### src/rtl/fir_stream_ctrl.sv
// Sequencing controller for the shared fir_core datapath: feeds one sample at a time,
// waits out the FIR pipeline latency and queues results in a 2-entry output FIFO.
module fir_stream_ctrl #(
    parameter int unsigned LATENCY    = 4,
    parameter int unsigned FIFO_DEPTH = 2
) (
    input  logic        clk,
    input  logic        rst,
    input  logic        in_valid,
    output logic        in_ready,
    input  logic [7:0]  in_data,
    output logic [7:0]  fir_x,
    output logic        fir_x_vld,
    input  logic [15:0] fir_y,
    output logic        out_valid,
    input  logic        out_ready,
    output logic [15:0] out_data,
    output logic        busy,
    output logic [15:0] sample_cnt
);

    typedef enum logic [1:0] {
        S_IDLE,
        S_FEED,
        S_WAIT,
        S_CAPTURE
    } state_e;

    localparam logic [3:0] WAIT_INIT = 4'(LATENCY - 1);

    if (LATENCY < 1 || LATENCY > 15) begin : g_bad_latency
        $error("fir_stream_ctrl: LATENCY must be in 1..15");
    end
    if (FIFO_DEPTH != 2) begin : g_bad_depth
        $error("fir_stream_ctrl: FIFO_DEPTH must be 2");
    end

    state_e      state_q, state_d;
    logic [7:0]  fir_x_q, fir_x_d;
    logic        fir_x_vld_q, fir_x_vld_d;
    logic [3:0]  wait_cnt_q, wait_cnt_d;
    logic [15:0] sample_cnt_q, sample_cnt_d;

    logic [15:0] mem_q [2];
    logic [15:0] mem_d [2];
    logic        wr_ptr_q, wr_ptr_d;
    logic        rd_ptr_q, rd_ptr_d;
    logic [1:0]  fifo_count_q, fifo_count_d;

    logic        push;
    logic        pop;

    // ---------------------------------------------------------------- control
    // NOTE: every signal assigned in an always_comb gets a default first, so no
    // path through the case leaves it unassigned and no latch is inferred.
    always_comb begin
        state_d      = state_q;
        fir_x_d      = fir_x_q;
        fir_x_vld_d  = 1'b0;
        wait_cnt_d   = wait_cnt_q;
        sample_cnt_d = sample_cnt_q;
        push         = 1'b0;
        in_ready     = (state_q == S_IDLE) && (fifo_count_q < 2'(FIFO_DEPTH));

        case (state_q)
            S_IDLE: begin
                if (in_valid && in_ready) begin
                    fir_x_d     = in_data;
                    wait_cnt_d  = WAIT_INIT;
                    fir_x_vld_d = 1'b1;
                    state_d     = S_FEED;
                end
            end
            S_FEED: begin
                if (LATENCY == 1) begin
                    state_d = S_CAPTURE;
                end else begin
                    state_d = S_WAIT;
                end
            end
            S_WAIT: begin
                wait_cnt_d = wait_cnt_q - 4'd1;
                if (wait_cnt_q == 4'd1) begin
                    state_d = S_CAPTURE;
                end
            end
            S_CAPTURE: begin
                push         = 1'b1;
                sample_cnt_d = sample_cnt_q + 16'd1;
                state_d      = S_IDLE;
            end
            default: state_d = S_IDLE;
        endcase
    end

    // ------------------------------------------------------------ output FIFO
    // Acceptance is gated on a non-full FIFO, so a push always finds a free slot.
    always_comb begin
        mem_d        = mem_q;
        wr_ptr_d     = wr_ptr_q;
        rd_ptr_d     = rd_ptr_q;
        fifo_count_d = fifo_count_q;
        pop          = out_valid && out_ready;

        if (push) begin
            mem_d[wr_ptr_q] = fir_y;
            wr_ptr_d        = ~wr_ptr_q;
        end
        if (pop) begin
            rd_ptr_d = ~rd_ptr_q;
        end
        case ({push, pop})
            2'b10:   fifo_count_d = fifo_count_q + 2'd1;
            2'b01:   fifo_count_d = fifo_count_q - 2'd1;
            default: fifo_count_d = fifo_count_q;
        endcase
    end

    // NOTE: sequential state uses non-blocking assignments only, so every flop
    // samples the pre-edge values regardless of statement order.
    always_ff @(posedge clk) begin
        if (rst) begin
            state_q      <= S_IDLE;
            fir_x_q      <= 8'h00;
            fir_x_vld_q  <= 1'b0;
            wait_cnt_q   <= 4'd0;
            sample_cnt_q <= 16'h0000;
            wr_ptr_q     <= 1'b0;
            rd_ptr_q     <= 1'b0;
            fifo_count_q <= 2'd0;
            // NOTE: the two storage words are reset on purpose so an empty FIFO
            // presents 0x0000 on out_data after reset rather than stale data.
            mem_q[0]     <= 16'h0000;
            mem_q[1]     <= 16'h0000;
        end else begin
            state_q      <= state_d;
            fir_x_q      <= fir_x_d;
            fir_x_vld_q  <= fir_x_vld_d;
            wait_cnt_q   <= wait_cnt_d;
            sample_cnt_q <= sample_cnt_d;
            wr_ptr_q     <= wr_ptr_d;
            rd_ptr_q     <= rd_ptr_d;
            fifo_count_q <= fifo_count_d;
            mem_q        <= mem_d;
        end
    end

    assign fir_x      = fir_x_q;
    assign fir_x_vld  = fir_x_vld_q;
    assign busy       = (state_q != S_IDLE);
    assign sample_cnt = sample_cnt_q;
    assign out_valid  = (fifo_count_q != 2'd0);
    assign out_data   = mem_q[rd_ptr_q];

    a_no_overflow : assert property (@(posedge clk) disable iff (rst)
        push |-> (fifo_count_q != 2'd2 || pop));

endmodule

### config.mk
export PLATFORM = sky130hd
export DESIGN_NAME = fir_stream_ctrl
export DESIGN_NICKNAME = d
export VERILOG_FILES = /design/src/rtl/fir_stream_ctrl.sv
export SDC_FILE = /design/constraint.sdc
export NUM_CORES = 1
export LEC_CHECK = 0
export ABC_AREA = 0
export CAP_MARGIN = 10
export CELL_PAD_IN_SITES_DETAIL_PLACEMENT = 0
export CELL_PAD_IN_SITES_GLOBAL_PLACEMENT = 1
export CORE_UTILIZATION = 36
export CTS_CLUSTER_DIAMETER = 40
export DETAILED_ROUTE_END_ITERATION = 8
export HOLD_SLACK_MARGIN = 0.12
export PLACE_DENSITY = 0.92
export SLEW_MARGIN = 15
export SYNTH_ARGS = -nofsm -noshare
export SYNTH_HDL_FRONTEND = slang
export SYNTH_SLANG_ARGS = --single-unit
### constraint.sdc
create_clock -name clk -period 2 [get_ports clk]
set_clock_uncertainty 0.15 [all_clocks]
set_input_delay 0.4 -clock clk [delete_from_list [all_inputs] [get_ports clk]]
set_output_delay 0.4 -clock clk [all_outputs]
set_load 0.005 [all_outputs]
==> results of run 1 <==
-- registers in the layout (all words and copies together), names as in the netlist --
register	count
fir_x_vld	1
mem_q	32
wr_ptr_q	1
fir_x	8
fifo_count_q	2
sample_cnt	16
wait_cnt_q	4
rd_ptr_q	1
state_q	2
-- layer usage --
layer	share of wire [%]	routed length, um	up-vias	global-route usage (%)
li1	-	-	1337	-
met1	46	3148	1207	20.89
met2	47	3214	58	28.63
met3	4.5	303	11	4.020
met4	1.8	119	0	7.672
met5	0	0	-	0
-- repair_timing --
item | CTS | global route
endpoints found under the setup margin | 19 | 9
hold endpoints to repair | 0 | 0
setup buffers | 6 | 0
gates cloned | 1 | 0
resized for setup | 71 | 8
-- cell type report --
type,instances,area share (%)
clock inverter,5,1.511
tap,102,3.146
clock buffer,11,3.732
sequential,67,33.22
inverter,7,0.6477
timing repair buffer,96,21.78
multi-input combinational,252,35.97
-- where the power goes --
part	switching [mW]	total [mW]	internal (mW)	leakage [nW]
Clock	0.541	1.19	0.648	0.109
Sequential	0.0898	1.55	1.46	0.544
Combinational	0.494	1.08	0.583	0.907
-- critical path, stage by stage, from the launching register on --
cell and delay [ps]:
dfxtp_4 360, buf_12 130, buf_8 120, buf_6 100
mux2_4 300, buf_6 120
-- placed cells by master, fill, tap and decap left out, types with 2 or more instances in the layout --
cell type,n
a21oi_1,47
a311oi_1,2
and2_1,2
and4_1,2
buf_2,10
buf_4,19
buf_6,7
clkbuf_8,11
clkdlybuf4s15_1,4
clkdlybuf4s50_1,51
clkinv_4,3
dfxtp_1,64
dfxtp_2,2
dlygate4sd2_1,3
ha_1,7
inv_1,6
mux2_2,16
mux2_4,3
mux2i_1,2
nand2_1,81
nand2b_1,6
nand3_1,13
nand4_1,5
nor2_1,25
nor2b_1,4
nor3_1,4
o21ai_0,3
or3_1,2
xnor2_1,6
xor2_1,7
-- per-stage QoR --
step	utilization (%)	hold WS, ps
after floorplan	-	282.9
after global placement	49.16	288.3
after detailed placement	49.16	296.8
after CTS	52.57	216.1
after global routing	52.49	230.8
final	52.49	222.3
-- how the worst min path moves through the flow --
stage             start             to  slack, ps  depth (start not counted)
2_1_floorplan  mem_q[0]       mem_q[0]        280                          2
3_3_place_gp   mem_q[1]       mem_q[1]        290                          2
3_5_place_dp   fir_x[2]       fir_x[2]        300                          2
4_1_cts             rst  sample_cnt[9]        220                          2
5_1_grt             rst  sample_cnt[1]        230                          2
6_report            rst  sample_cnt[1]        220                          2
-- cells by family after synthesis --
group / count (synthesis) / synth area share (%)
AO/OA/AOI/OAI: 56 / 10.30
XOR/XNOR: 13 / 3.939
adder cells (fa/ha/maj): 8 / 3.463
buffers and inverters: 27 / 3.680
flip-flops: 67 / 46.41
multiplexers: 21 / 8.095
AND/OR/NAND/NOR: 154 / 24.11
==> flow_summary.yaml, run 1 <==
clocking:
  path_clk_slew_ps: 80
  ctsHoldBuffers: 0
  clockRootBuffer: "clkbuf_8"
  cts.sinks: 67
  htreeDepth: 3
  cts_buffers: 9
  cts_tree: "yes"
  clk_latency_ps: 340
  cts_buffer_depth: 2
route:
  drtIter0Drc: 81
  ant_nets: 0
  wire_per_inst_um: 12.56
  vias: 2613
  wl_um: 6785
  dr.pass1.iters: 4
  routed_via_density: 4.839
  route.detailed.drc: 0
timing:
  hold_viol: 0
  slew_headroom_pct: 69.58
  setup_ws_ps: -34.89
  setup_viol: 2
  drv_slew: 0
  worst_slew_pin_slew_ps: 456.3
  tns_ps: -63.44
  final.period_utilization_pct: 101.7
  fin_crit_ps: 2035
  rsz0062_at_grt: "true"
  fmax_mhz: 491.4
final_layout:
  final_layout_size_suffix_gt1_share_pct: 18.95
  multi_input_area_mm2: 0.001459
  fin_nets: 469
  syn_to_final_growth_pct: 40.35
  fill_cells: 719
  insertedDiodeCount: 0
  final_area_mm2: 0.004056
  instances_no_fill: 540
  regArea_mm2: 0.001348
floorplan:
  rows: 32
  dieArea_mm2: 0.008391
  fp.dieW_um: 91.60
  core_region_area_mm2: 0.007727
  start_util_pct: 37.40
  ios: 72
  die_h_um: 91.60
power_and_ir_drop:
  ir_worst_vdd_v: 0.0004170
  powerDensity_mw_per_mm2: 941.2
  power_leakage_nw: 1.560
  finalPower_mw: 3.818
outcome:
  status: "finished with violations"
  failed_checks: "setup timing"
placement:
  io_buffers: 71
  postPlaceCellArea_mm2: 0.003799
  place_congestion: 0.7429
  dp_cells: 518
  place_ws_ps: 13.61
  dpl.hpwl_um: 4509
synthesis:
  syn_area_mm2: 0.002890
  yosys_most_used_dff: "dfxtp_1"
  synth_top_cell_by_area: "dfxtp_1"
  ys_types: 36
  yosysWarnings: 0
  netlist.area_leader.share_pct: 46.41
  synth.yosys.seq_area_share_pct: 46.41
  synth_area_per_cell_um2: 8.353
  async_reset_ff_share_pct: 0
  ys_ff_latch: 67
  synth_enable_flop_cells: 0
  synth_nets: 382
  syn_inst: 346
  yosysMostFrequentCell: "nand2_1"
  yosys-top-cells-area: "dfxtp_1 46%, nand2_1 11%, a21oi_1 8.1%, mux2_2 7.4%, ha_1 3.5%"
  synth_common_cells: "81 x nand2_1, 67 x dfxtp_1, 47 x a21oi_1, 25 x nor2_1, 19 x mux2_2"
global_routing:
  grt_pass1_vias: 2564
  grt_use_total_pct: 17.16
  antenna_found_initial: 0
  grt_max_degree: 44
  grt_pass1_wl_um: 11480
  grt-ovfl-total: 0
setup_path:
  r2r_setup_slack_ps: 150
  cp-endpoint: "out_data[11]"
  path_max_fanout: 5
  r2r_end: "fifo_count_q[1]"
  arrival_ps: 1480
  rr_startpoint: "fifo_count_q[0]"
  end_kind: "output pin"
  reg2reg_depth: 5
  worst-setup-path-type: "reg -> out"
  cp-startpoint: "rd_ptr_q"
  worstPathRequired_ps: 1450
  crit_path_start_kind: "register"
flow_run:
  drv_cap: 0
worst_hold_path:
  hold_path.class: "in -> reg"
(Power assumes the default switching activity.)
==> run 2, diff against run 1 <==
- SKIP_LAST_GASP: default -> 1
==> run 2 against run 1 <==
  * The flow still finishes with violations (setup timing)
  * Die area unchanged
  * Register-to-register slack barely moved
  * Maximum frequency fell by 0.99%
  * Critical path depth did not move
  * Critical endpoint unchanged
  * Power fell by 0.21%
  * Cell area decreased by 0.28%
  * Largest power group unchanged
  * Clock power about the same
  * Wire length grew 0.49%
  * Utilization shrank 0.15 points
  * Flip-flop and latch count is the same
  * Highest routed layer unchanged
  * Sequential share of layout area up 0.092 points
==> flow_summary.yaml, run 2 (synthesized netlist as in run 1, its figures left out) <==
outcome:
  status: "finished with violations"
  failed_checks: "setup timing"
setup_path:
  max_stage_delay_ps: 360
  worstPathRequired_ps: 1450
  path_max_fanout: 5
  path_cells: "buf_12 -> buf_6 -> buf_4 -> mux2_4 -> buf_6"
  cpMaxStageDelayCell: "dfxtp_4"
  crit_path_start_kind: "register"
  crit_family: "buffers and inverters"
  cp_common_cell: "buf_6"
  worst-setup-path-type: "reg -> out"
  crit_buf_inv: 4
  arrival_ps: 1510
  end_kind: "output pin"
route:
  vias: 2636
  routed_via_density: 4.872
  wl_met2_um: 3255
  route.detailed.drc: 0
  top_layer_used: "met4"
  dr.pass1.iters: 4
  wl_met1_um: 3125
  wl_met3_um: 310
  wl_um: 6818
  drtIter0Drc: 86
  wire_per_inst_um: 12.60
  ant_nets: 0
timing:
  slew_headroom_pct: 69.50
  fin_crit_ps: 2055
  rsz0062_at_grt: "true"
  setup_ws_ps: -55.27
  final.period_utilization_pct: 102.8
  worst_slew_pin_slew_ps: 457.5
  drv_slew: 0
  setup_viol: 2
  hold_viol: 0
  fmax_mhz: 486.6
floorplan:
  start_util_pct: 37.40
  rows: 32
  dieArea_mm2: 0.008391
  fp.dieW_um: 91.60
  core_region_area_mm2: 0.007727
  die_h_um: 91.60
  ios: 72
global_routing:
  grt_pass1_vias: 2565
  grt_max_degree: 44
  grt_pass1_wl_um: 11500
  grt_use_total_pct: 17.20
  antenna_found_initial: 0
  grt-ovfl-total: 0
final_layout:
  insertedDiodeCount: 0
  mostFrequentLayoutCells: "81 x nand2_1, 64 x dfxtp_1, 51 x clkdlybuf4s50_1"
  fin_nets: 470
  regMostFlops: "mem_q"
  fill_cells: 721
  syn_to_final_growth_pct: 39.96
  finalCoreUtilization_pct: 52.35
  final_area_mm2: 0.004045
  largest_register_ffs: 32
  final_common_cell: "nand2_1"
  final_layout_size_suffix_gt1_share_pct: 19.13
placement:
  dpl.hpwl_um: 4509
  postPlaceCellArea_mm2: 0.003799
  io_buffers: 71
  place_congestion: 0.7429
clocking:
  cts_tree: "yes"
  cts_buffer_depth: 2
  path_clk_slew_ps: 70
  cts.sinks: 67
  cts_buffers: 9
  clockRootBuffer: "clkbuf_8"
  htreeDepth: 3
  clk_latency_ps: 340
  ctsHoldBuffers: 0
flow_run:
  drv_cap: 0
power_and_ir_drop:
  powerDensity_mw_per_mm2: 941.8
  ir_worst_vdd_v: 0.0004167
  power_leakage_nw: 1.578
worst_hold_path:
  hold_path.class: "in -> reg"
## run 2: cell count changes in the layout (fill, tap and decap cells not counted), sizes merged
cell / delta
clkbuf: +1
dlymetal6s2s: +1
clkdlybuf4s15: -1
## run 2: cell type report
cell class,instances,area [um^2],share of cell area (%)
multi-input cells,252,1455,35.97
flip-flops and latches,67,1348,33.31
repair buffers,97,875.8,21.65
clock buffers,11,151.4,3.743
well taps,102,127.6,3.155
clock inverters,5,61.31,1.516
inverters,7,26.28,0.6496
## run 2: final timing paths
kind / from / to / slack [ps] / cells past startpoint
setup / recovery: rd_ptr_q / out_data[11] / -60 / 5
hold / removal: rst / sample_cnt[10] / 220 / 2
setup reg to reg: fifo_count_q[0] / fifo_count_q[1] / 150 / 5
hold reg to reg: mem_q[28] / mem_q[28] / 300 / 2
## run 2: timing repair
| item | in CTS | in global routing |
|---|---|---|
| endpoints found under the setup margin | 19 | 10 |
| gates resized for setup | 62 | 10 |
| setup buffers | 6 | 1 |
| gates cloned | 1 | 0 |
## run 2: report_power, final
part	switching [mW]	internal, mW	total (mW)
logic	0.493	0.576	1.07
clock network	0.541	0.648	1.19
registers	0.0897	1.46	1.55
total	1.12	2.69	3.81
## run 2: layer usage
layer / vias up / track usage (%)
met4: 0 / 7.804
met1: 1226 / 20.84
met3: 13 / 4.104
met2: 60 / 28.70
met5: - / 0
li1: 1337 / -
## run 2: per-stage QoR
step / instances / worst slack (ps) / total power [mW] / TNS, ps / hold slack [ps]
floorplan: 346 / 176.7 / 2.139 / 0 / 282.9
global placement: 518 / 43.50 / 2.576 / 0 / 288.3
detailed placement: 518 / 13.61 / 2.603 / 0 / 296.8
CTS: 541 / -194.4 / 3.853 / -531.8 / 216.1
global route: 541 / -94.65 / 4.027 / -174.6 / 232.9
finish: 541 / -55.27 / 3.810 / -86.42 / 224.5
==> run 3, diff against run 2 <==
- ABC_AREA: 0 -> 1
- CORE_UTILIZATION: 36 -> 35
- PLACE_DENSITY: 0.92 -> 0.91
==> run 3 against run 2 <==
  * The flow now finishes without violations
  * Utilization is 2.2 points lower
  * Critical path depth is 4 lower
  * Synthesized cell count is 19% higher
  * Cell count is 11% higher
  * Setup slack better by 180 ps
  * Sequential power is 5% higher
  * Critical endpoint is now sample_cnt[3]
==> flow_summary.yaml, run 3 <==
timing:
  fin_crit_ps: 1875
  worst_slew_pin_slew_ps: 459.7
  setup_viol: 0
  final.period_utilization_pct: 93.76
  hold_viol: 0
  slew_headroom_pct: 69.28
  drv_slew: 0
  rsz0062_at_grt: "false"
  fmax_mhz: 533.3
route:
  dr.pass1.iters: 4
  wire_per_inst_um: 11.88
  drtIter0Drc: 86
  ant_nets: 0
  route.detailed.drc: 0
  wl_um: 7115
  vias: 2768
  routed_via_density: 4.621
final_layout:
  final_area_mm2: 0.004123
  mostFrequentLayoutCells: "95 x nand2_1, 88 x nor2_1, 63 x dfxtp_1"
  syn_to_final_growth_pct: 38.56
  regMostFlops: "mem_q"
  fin_nets: 525
  largest_register_ffs: 32
  insertedDiodeCount: 0
  final_layout_size_suffix_gt1_share_pct: 11.94
  finalCoreUtilization_pct: 50.18
  regArea_mm2: 0.001349
  multi_input_area_mm2: 0.001429
  final_common_cell: "nand2_1"
  fill_cells: 812
synthesis:
  synth.yosys.seq_area_share_pct: 45.08
  synth_enable_flop_cells: 0
  synth_area_per_cell_um2: 7.222
  yosys_most_used_dff: "dfxtp_1"
  ys_types: 31
  synth_nets: 448
  netlist.area_leader.share_pct: 45.08
  yosysMostFrequentCell: "nand2_1"
  yosysWarnings: 0
  syn_inst: 412
  async_reset_ff_share_pct: 0
  synth_common_cells: "95 x nand2_1, 88 x nor2_1, 67 x dfxtp_1, 27 x a21oi_1, 22 x o21ai_0"
  ys_ff_latch: 67
  syn_area_mm2: 0.002975
  yosys-top-cells-area: "dfxtp_1 45%, nand2_1 12%, nor2_1 11%, a21oi_1 4.5%, o21ai_0 3.7%"
  synth_top_cell_by_area: "dfxtp_1"
global_routing:
  met2_usage_pct: 29.29
  met3_usage_pct: 5.825
  grt_pass1_vias: 2564
  gr-usage-met1_pct: 18.56
  grt_busiest_layer: "met2"
  antenna_found_initial: 0
  grt_max_degree: 51
  grt_pass1_wl_um: 11310
  grt-ovfl-total: 0
  grt_use_total_pct: 16.45
floorplan:
  dieArea_mm2: 0.008874
  ios: 72
  die_h_um: 94.20
  core_region_area_mm2: 0.008217
  rows: 33
  fp.dieW_um: 94.20
  start_util_pct: 36.21
power_and_ir_drop:
  p_sw_share_pct: 30.27
  ir_worst_vdd_v: 0.0004337
  comb_power_share_pct: 28.9
  finalPower_mw: 4.084
  powerDensity_mw_per_mm2: 990.7
  power_leakage_nw: 1.978
  power.net_switching_mw: 1.236
  pwr-share-clk_pct: 31.2
  intPower_mw: 2.848
  seqPwrFrac_pct: 39.9
setup_path:
  arrival_ps: 1330
  end_kind: "output pin"
  crit_path_start_kind: "register"
  cpMaxStageDelayCell: "clkdlybuf4s50_1"
  max_stage_delay_ps: 550
  crit_buf_inv: 1
  crit_family: "buffers and inverters"
  worstPathRequired_ps: 1450
  worst-setup-path-type: "reg -> out"
  path_cells: "clkdlybuf4s50_1"
  path_max_fanout: 5
clocking:
  clockRootBuffer: "clkbuf_8"
  ctsHoldBuffers: 0
  cts.sinks: 67
  clk_latency_ps: 340
  cts_buffers: 9
  htreeDepth: 3
  cts_tree: "yes"
  cts_buffer_depth: 2
  path_clk_slew_ps: 70
placement:
  io_buffers: 71
  postPlaceCellArea_mm2: 0.003794
  dpl.hpwl_um: 4582
  place_congestion: 0.7446
flow_run:
  drv_cap: 0
worst_hold_path:
  hold_path.class: "reg -> reg"
outcome:
  status: "finished clean"
run 3: final cells by class:
class                      count  share of cell area, %
clock buffer                  12                  3.763
timing repair buffer          82                  21.34
inverter                      27                  2.580
multi-input combinational    302                  34.66
sequential                    67                  32.72
tap                          105                  3.187
clock inverter                 4                  1.760
run 3: path summary, 6_finish.rpt:
path,startpoint,cells past startpoint,slack (ps),to
max,sample_cnt[3],1,120,sample_cnt[3]
min reg2reg,fir_x[7],2,310,fir_x[7]
min,fir_x[7],2,310,fir_x[7]
max reg2reg,state_q[1],7,210,mem_q[24]
run 3: power by group through the flow:
stage                     Sequential (mW)  Combinational, mW  Clock (mW)
final                                1.63               1.18        1.27
after global routing                 1.65               1.33        1.36
after CTS                            1.63               1.18        1.31
after detailed placement             1.65               1.16           0
after global placement               1.64               1.13           0
after floorplan                      1.63              0.666           0
run 3: per-stage QoR:
| step | hold WS, ps | setup slack, ps | setup TNS (ps) | cells |
|---|---|---|---|---|
| 2_1_floorplan | 303.9 | 510.2 | 0 | 412 |
| 3_3_place_gp | 300.6 | 125.8 | 0 | 579 |
| 3_5_place_dp | 303.8 | 33.59 | 0 | 579 |
| 4_1_cts | 315.2 | -95.32 | -1138 | 598 |
| 5_1_grt | 330.7 | 31.17 | 0 | 599 |
| 6_report | 313.9 | 124.8 | 0 | 599 |
run 3: layer usage:
| metal | part of all wire (%) | vias to the layer above | routed length, um |
|---|---|---|---|
| li1 | - | 1461 | - |
| met2 | 48 | 69 | 3418 |
| met5 | 0 | - | 0 |
| met4 | 0.80 | 0 | 57 |
| met3 | 5.3 | 8 | 378 |
| met1 | 46 | 1230 | 3261 |
run 3: cells by family (layout without fill, tap and decap cells):
group / count (synthesis) / count (layout) / synth area share [%]
DFF: 67 / 67 / 45.08
buffers and inverters: 43 / 125 / 6.897
AOI/OAI and AO/OA: 75 / 75 / 13.37
adders and majority gates: 8 / 8 / 3.364
and+or+nand+nor: 217 / 217 / 30.70
xor gates and xnor gates: 2 / 2 / 0.5888
run 3: repair_timing:
action	CTS	global route
endpoints found under the setup margin	19	16
cloned	1	1
buffers inserted	2	0
gates resized for setup	12	18
pin swaps	0	0
